==> config.mk <==
export PLATFORM = sky130hd
export DESIGN_NAME = regfile_access_ctrl
export DESIGN_NICKNAME = d
export VERILOG_FILES = /design/src/rtl/regfile_access_ctrl.sv
export SDC_FILE = /design/constraint.sdc
export NUM_CORES = 1
export LEC_CHECK = 0
export BUFFER_PORTS_ARGS = -buffer_cell sky130_fd_sc_hd__buf_4
export CORE_ASPECT_RATIO = 0.9
export CORE_MARGIN = 10
export CORE_UTILIZATION = 42
export CTS_CLUSTER_DIAMETER = 30
export CTS_CLUSTER_SIZE = 14
export DETAILED_ROUTE_END_ITERATION = 10
export GPL_TIMING_DRIVEN = 0
export PLACE_DENSITY = 0.91
export SLEW_MARGIN = 20
export SYNTH_ARGS = -nofsm -noshare
export SYNTH_HDL_FRONTEND = slang
export SYNTH_SLANG_ARGS = --single-unit
==> constraint.sdc <==
create_clock -name clk -period 2.5 [get_ports clk]
set_input_delay 0.25 -clock clk [delete_from_list [all_inputs] [get_ports clk]]
set_output_delay 0.25 -clock clk [all_outputs]
set_load 0.01 [all_outputs]
==> src/rtl/regfile_access_ctrl.sv <==
// Register-file access sequencer: clears the file after reset, then arbitrates
// between core read/write traffic and single-cycle debug access slots.
module regfile_access_ctrl #(
  parameter logic [31:0] INIT_VALUE   = 32'd0,
  parameter bit          ZERO_PROTECT = 1'b1,
  parameter int unsigned DBG_MAX_WAIT = 4
) (
  input  logic        clk,
  input  logic        rst_n,
  // core side
  input  logic [4:0]  core_rs,
  input  logic [4:0]  core_rt,
  input  logic [4:0]  core_rd,
  input  logic [31:0] core_wdata,
  input  logic        core_we,
  output logic        core_stall,
  output logic        init_done,
  // debug port
  input  logic        dbg_req,
  input  logic        dbg_we,
  input  logic [4:0]  dbg_addr,
  input  logic [31:0] dbg_wdata,
  output logic        dbg_ack,
  output logic [31:0] dbg_rdata,
  // register file pins
  output logic [4:0]  rf_rs,
  output logic [4:0]  rf_rt,
  output logic [4:0]  rf_rd,
  output logic [31:0] rf_data_in,
  output logic        rf_regwrite,
  input  logic [31:0] rf_rdata1
);

  localparam int unsigned AW = 5;
  localparam int unsigned DW = 32;
  localparam int unsigned WW = 4;
  localparam logic [AW-1:0] LAST_ADDR = AW'(31);
  localparam logic [WW-1:0] MAX_WAIT  = WW'(DBG_MAX_WAIT);

  typedef enum logic [1:0] {
    ST_INIT = 2'd0,
    ST_RUN  = 2'd1,
    ST_DBG  = 2'd2
  } state_t;

  state_t          state, state_nxt;
  logic [AW-1:0]   init_cnt, init_cnt_nxt;
  logic [WW-1:0]   wait_cnt, wait_cnt_nxt;
  logic            init_done_nxt;
  logic            dbg_ack_nxt;
  logic [DW-1:0]   dbg_rdata_nxt;
  logic            regwrite_c;

  // State and registered outputs
  always_ff @(posedge clk or negedge rst_n) begin
    if (!rst_n) begin
      state     <= ST_INIT;
      init_cnt  <= '0;
      wait_cnt  <= '0;
      init_done <= 1'b0;
      dbg_ack   <= 1'b0;
      dbg_rdata <= '0;
    end else begin
      state     <= state_nxt;
      init_cnt  <= init_cnt_nxt;
      wait_cnt  <= wait_cnt_nxt;
      init_done <= init_done_nxt;
      dbg_ack   <= dbg_ack_nxt;
      dbg_rdata <= dbg_rdata_nxt;
    end
  end

  // Next-state logic and register-file pin muxing
  always_comb begin
    state_nxt     = state;
    init_cnt_nxt  = init_cnt;
    wait_cnt_nxt  = wait_cnt;
    init_done_nxt = init_done;
    dbg_ack_nxt   = 1'b0;
    dbg_rdata_nxt = dbg_rdata;
    core_stall    = 1'b1;
    rf_rs         = core_rs;
    rf_rt         = core_rt;
    rf_rd         = core_rd;
    rf_data_in    = core_wdata;
    regwrite_c    = 1'b0;

    unique case (state)
      ST_INIT: begin
        rf_rd        = init_cnt;
        rf_data_in   = INIT_VALUE;
        regwrite_c   = 1'b1;
        init_cnt_nxt = init_cnt + AW'(1);
        if (init_cnt == LAST_ADDR) begin
          state_nxt     = ST_RUN;
          init_done_nxt = 1'b1;
        end
      end
      ST_RUN: begin
        core_stall = 1'b0;
        regwrite_c = core_we;
        // No grant in the ack cycle so a still-held request is not served twice
        if (dbg_req && !dbg_ack && (!core_we || (wait_cnt == MAX_WAIT))) begin
          state_nxt    = ST_DBG;
          wait_cnt_nxt = '0;
        end else if (dbg_req) begin
          if (wait_cnt != MAX_WAIT) begin
            wait_cnt_nxt = wait_cnt + WW'(1);
          end
        end else begin
          wait_cnt_nxt = '0;
        end
      end
      ST_DBG: begin
        rf_rs = dbg_addr;
        if (dbg_we) begin
          rf_rd      = dbg_addr;
          rf_data_in = dbg_wdata;
          regwrite_c = 1'b1;
        end
        // Read port sees the pre-write contents this cycle
        dbg_rdata_nxt = rf_rdata1;
        dbg_ack_nxt   = 1'b1;
        state_nxt     = ST_RUN;
      end
      default: begin
        state_nxt = ST_INIT;
      end
    endcase

    if (ZERO_PROTECT && (rf_rd == '0)) begin
      regwrite_c = 1'b0;
    end
  end

  // Writes are blocked for as long as reset is held
  assign rf_regwrite = regwrite_c & rst_n;

endmodule

# --- Yosys cells after proc, flatten, opt, wreduce, memory -nomap -nowiden ---
# Cells that the tools add are included.
totals:
  input_bits: 121
  romBits: 0
  latch_bits: 0
  ram_bits: 0
  register_bits: 45
  wordCells: 43
  memories: 0
op_classes:
  reduce_logical: 10
  order_cmp: 0
  mul: 0
  muxes: 16
  div: 0
  eq_ne: 8
  n_shift: 0
  n_bitwise: 1
  add_sub_neg: 2
ops:
  columns: ["cell", "count"]
  rows:
  - ["$pmux W32 S2", 1]
  - ["$mux W32", 1]
  - ["$mux W4", 3]
  - ["$mux W5", 2]
  - ["$pmux W5 S2", 1]
  - ["$pmux W2 S3", 1]
  - ["$reduce_and A2 Y1", 3]
  - ["$add A5 B1 Y5 const B", 1]
  - ["$eq A5 B5 Y1 const B", 1]
  - ["$logic_not A5 Y1", 1]
  - ["$add A4 B1 Y4 const B", 1]
  - ["$eq A4 B3 Y1 const B", 1]
  - ["$mux W1", 4]
  - ["$mux W2", 2]
  - ["$ne A2 B2 Y1 const B", 2]
  - ["$ne A4 B3 Y1 const B", 1]
  - ["$ne A3 B1 Y1 const B", 1]
  - ["$pmux W1 S3", 1]
  - ["$eq A2 B1 Y1 const B", 1]
  - ["$eq A2 B2 Y1 const B", 1]
  - ["$logic_and A1 B1 Y1", 2]
  - ["$logic_not A1 Y1", 2]
  - ["$logic_not A2 Y1", 1]
  - ["$and A1 B1 Y1", 1]
  - ["$logic_or A1 B1 Y1", 1]

# --- Depth between registers and ports, before layout ---
logic_depth:
  ltp_word: 5
  ltp_mapped: 6
  depth_no_buf: 6

# --- Worst setup path before layout ---
# Ideal clock, no wire load.
synth_path:
  kind: "register to output"
  start: "register state[0]"
  end: "output rf_regwrite"
  slack_ns: 0.937
  n_path_buf: 1
  t_arrival_ns: 1.313
  stages_incl_launch_ff: 6
  path_cell_list: "dfrtp_1 -> buf_6 -> or2_2 -> o32a_1 -> a22oi_1 -> a31oi_1"
synth_via:
  elab_chain_cells: 5
  word_cells_on_any_way: 8
  classes_between: "eq/ne: 2; mux: 3; bitwise: 1; reduce/logical: 2"
synth_rtl:
  columns: ["element", "line_no", "source"]
  rows:
  - ["start: declaration", "46", "state_t state, state_nxt;"]
  - ["start signal: assignment", "64", "state <= state_nxt;"]
  - ["$eq A2 B2 Y1 / $logic_not A2 Y1 (equally long branches)", "88", "unique case (state)"]
  - ["$pmux W5 S2", "88", null]
  - ["$logic_not A5 Y1", "131", "if (ZERO_PROTECT && (rf_rd == '0)) begin"]
  - ["$mux W1 (*)", "131", null]
  - ["$and A1 B1 Y1 (*)", "137", "assign rf_regwrite = regwrite_c & rst_n;"]
  - ["end: declaration", "30", "output logic rf_regwrite,"]
# Mark *: on every way between the ends. The rest lies on a longest branch, timed or not.

# --- Worst setup path after layout ---
# Same ends and word-level chain as after synthesis.

==> flow_summary_export.csv <==
group,metric,value,unit
placement,dpl.hpwl,8830,µm
die,dieWidth,101,µm
run,max_cap_viol_count,0,
layout,drive_above_1_share,0.470,
critical_path,cp_max_fo,10,
timing,holdWs,143,ps
layout,area_growth,67.8,%
clock_tree,cts_root_buf,"clkbuf_8",
yosys,syn_inst,280,
clock_tree,clkTransAtPathRegs,90,ps
clock_tree,clockBufferDepth,2,
layout,nFillCells,426,
global_routing,grt_pass1_vias,2957,
timing,fin_crit_sh,0.857,
layout,n_antenna_cell,0,
global_routing,grt_max_degree,47,
clock_tree,cts_buffers,5,
clock_tree,clock_sinks,45,
routing,avgRoutedWirePerCell,18.7,µm
routing,drc_errors,0,
clock_tree,h-tree-depth,2,
critical_path,critPathRequiredTime,2250,ps
global_routing,antenna_found_initial,0,
timing,slew_headroom,0.617,
die,die_y,92.6,µm
timing,hold_viol,0,
clock_tree,cts_tree,"yes",
clock_tree,post_cts_buffers,0,
die,die-area,0.00932,mm²
yosys,yosysSeqAreaShare,0.458,
yosys,synth_area_per_cell,8.79,µm²
yosys,synth.most_common_cell,"nand2_1",
routing,vias,2776,
yosys,netlist_area,0.00246,mm²
timing,post-route-min-period,2140,ps
critical_path,worst_ep_arrival_time,1890,ps
yosys,synth.top_cell.area_share,0.458,
yosys,yosysTopAreaCell,"dfrtp_1",
outcome,status,"completed",
yosys,synthFlopType,"dfrtp_1",
critical_path,start_kind,"flip-flop",
power,vdd_drop_max,0.812,mV
yosys,ys_top_cells_by_count,"nand2_1 (115), dfrtp_1 (45), a22o_1 (33)",
global_routing,grt_usage,0.210,
clock_tree,worstSkewPairLatency,290,ps
timing,layout_setup_ws,358,ps
critical_path,crit_path_end_kind,"output pin",
yosys,ys_types,37,
yosys,synth_seq_cells,45,
timing,worstMarginPinSlew,575,ps
timing,report.final.setup_viol,0,
routing,vias_per_cell,4.98,
placement,gp_congestion,0.885,
min_path,hold_class,"in2reg",
timing,setup_tns,0,ps
global_routing,grt_first_pass_wirelength,15600,µm
timing,maxSlewViolCount,0,
critical_path,path_class,"reg2out",
die,pin_count,204,
routing,first_iter_violations,86,
routing,ant_nets,0,
yosys,async_flop_share,1.00,
placement,port-buffer-count,198,
yosys,yosys-top-cells-area,"dfrtp_1 (46%), nand2_1 (18%), a22o_1 (12%), buf_6 (2.3%), ha_1 (2.0%)",
timing,fmax,467,MHz
timing,rsz0062_at_grt,"false",
die,fp-row-count,26,
routing,routed_wl,10400,µm
die,fp.coreArea,0.00569,mm²
power,power_density,986,mW/mm²
yosys,yosysWarningCount,0,
power,cellLeakagePower,2.31,nW
power,total_power,4.07,mW
yosys,synth-edff-count,0,
timing,fin_skew,9.29,ps
die,start_util,0.432,
global_routing,overflow,0,
yosys,syn_nets,405,
routing,first_pass_iters,4,
placement,pre_cts_ws,657,ps
layout,nets,611,
==> final cells by class <==
cell class                 instances  area [µm²]  area share
clock buffer                       7        76.3      0.0185
timing repair buffer             199        1500       0.363
tap                               70        87.6      0.0212
buffer                            21         150      0.0364
multi-input combinational        208        1160       0.281
sequential                        45        1130       0.273
inverter                           6        22.5     0.00546
clock inverter                     1        7.51     0.00182
==> cell families after synthesis <==
group | count (synthesis) | synth area share
xor+xnor | 3 | 0.0107
compound gates | 59 | 0.194
mux | 2 | 0.00915
simple gates | 140 | 0.238
fa+ha+maj | 4 | 0.0203
buf+inv | 27 | 0.0702
flops | 45 | 0.458
==> placed cells by master (no fill, tap or decap), drive strengths merged <==
cell type / synthesis / layout
or2: 2 / 2
a22oi: 2 / 2
o22ai: 1 / 1
nor3b: 1 / 1
o21bai: 5 / 5
a21o: 3 / 3
and2b: 1 / 1
dlygate4sd3: 0 / 1
buf: 21 / 219
nand2b: 2 / 2
o211ai: 1 / 1
xnor2: 3 / 3
a21oi: 4 / 4
ha: 4 / 4
o21ai: 3 / 3
a22o: 33 / 33
clkinvlp: 0 / 1
mux2: 2 / 2
a31oi: 1 / 1
nor2b: 2 / 2
inv: 6 / 6
clkbuf: 0 / 7
o2111ai: 1 / 1
o32a: 3 / 3
a31o: 1 / 1
nor2: 6 / 6
nand4: 1 / 1
dfrtp: 45 / 45
a32o: 1 / 1
nand3b: 1 / 1
and3b: 1 / 1
nand2: 115 / 115
and2: 6 / 6
nor3: 1 / 1
and3: 1 / 1
==> final timing paths <==
kind / start / end / slack [ps] / cells past startpoint
worst max-delay path: state[0] / rf_regwrite / 360 / 6
worst min-delay path: rf_rdata1[30] / dbg_rdata[30] / 140 / 3
worst max register to register: state[1] / dbg_rdata[10] / 880 / 5
worst min register to register: dbg_rdata[30] / dbg_rdata[30] / 480 / 2
max in group asynchronous: rst_n / init_cnt[1] / 1620 / 2
min in group asynchronous: rst_n / dbg_rdata[29] / 490 / 2
==> sequential cells by signal (all words and copies together) (netlist names) <==
signal	cells
init_done	1
wait_cnt	4
init_cnt	5
dbg_rdata	32
dbg_ack	1
state	2
==> repair_timing <==
| item | 4_1_cts | 5_1_grt |
|---|---|---|
| hold buffers | 1 | 0 |
| resized for setup | 0 | 0 |
| endpoints found under the hold margin | 45 | 0 |
==> critical path, stage by stage, from the launching register on <==
cell	delay [ps]
dfrtp_1	410
buf_6	150
or2_2	340
o32a_1	200
a22oi_1	230
a31oi_1	120
buf_4	160
==> stage by stage <==
stage,std cells,area [µm²],util
after CTS,557,4130,0.725
after global routing,557,4130,0.725
final,557,4130,0.725
after global placement,548,4030,0.709
after detailed placement,548,4030,0.709
after floorplan,280,2460,-
==> where the power goes <==
group / switching (mW) / internal [mW]
clock: 0.238 / 0.198
sequential: 0.230 / 1.07
combinational: 1.10 / 1.23
==> layer usage <==
| layer | track usage | vias to the layer above | wire (µm) |
|---|---|---|---|
| met2 | 0.379 | 139 | 5350 |
| met5 | 0 | - | 0 |
| met1 | 0.209 | 1273 | 3660 |
| li1 | - | 1353 | - |
| met3 | 0.0981 | 11 | 1210 |
| met4 | 0.0588 | 0 | 187 |
No activity file was read; power rests on OpenSTA's default activity.
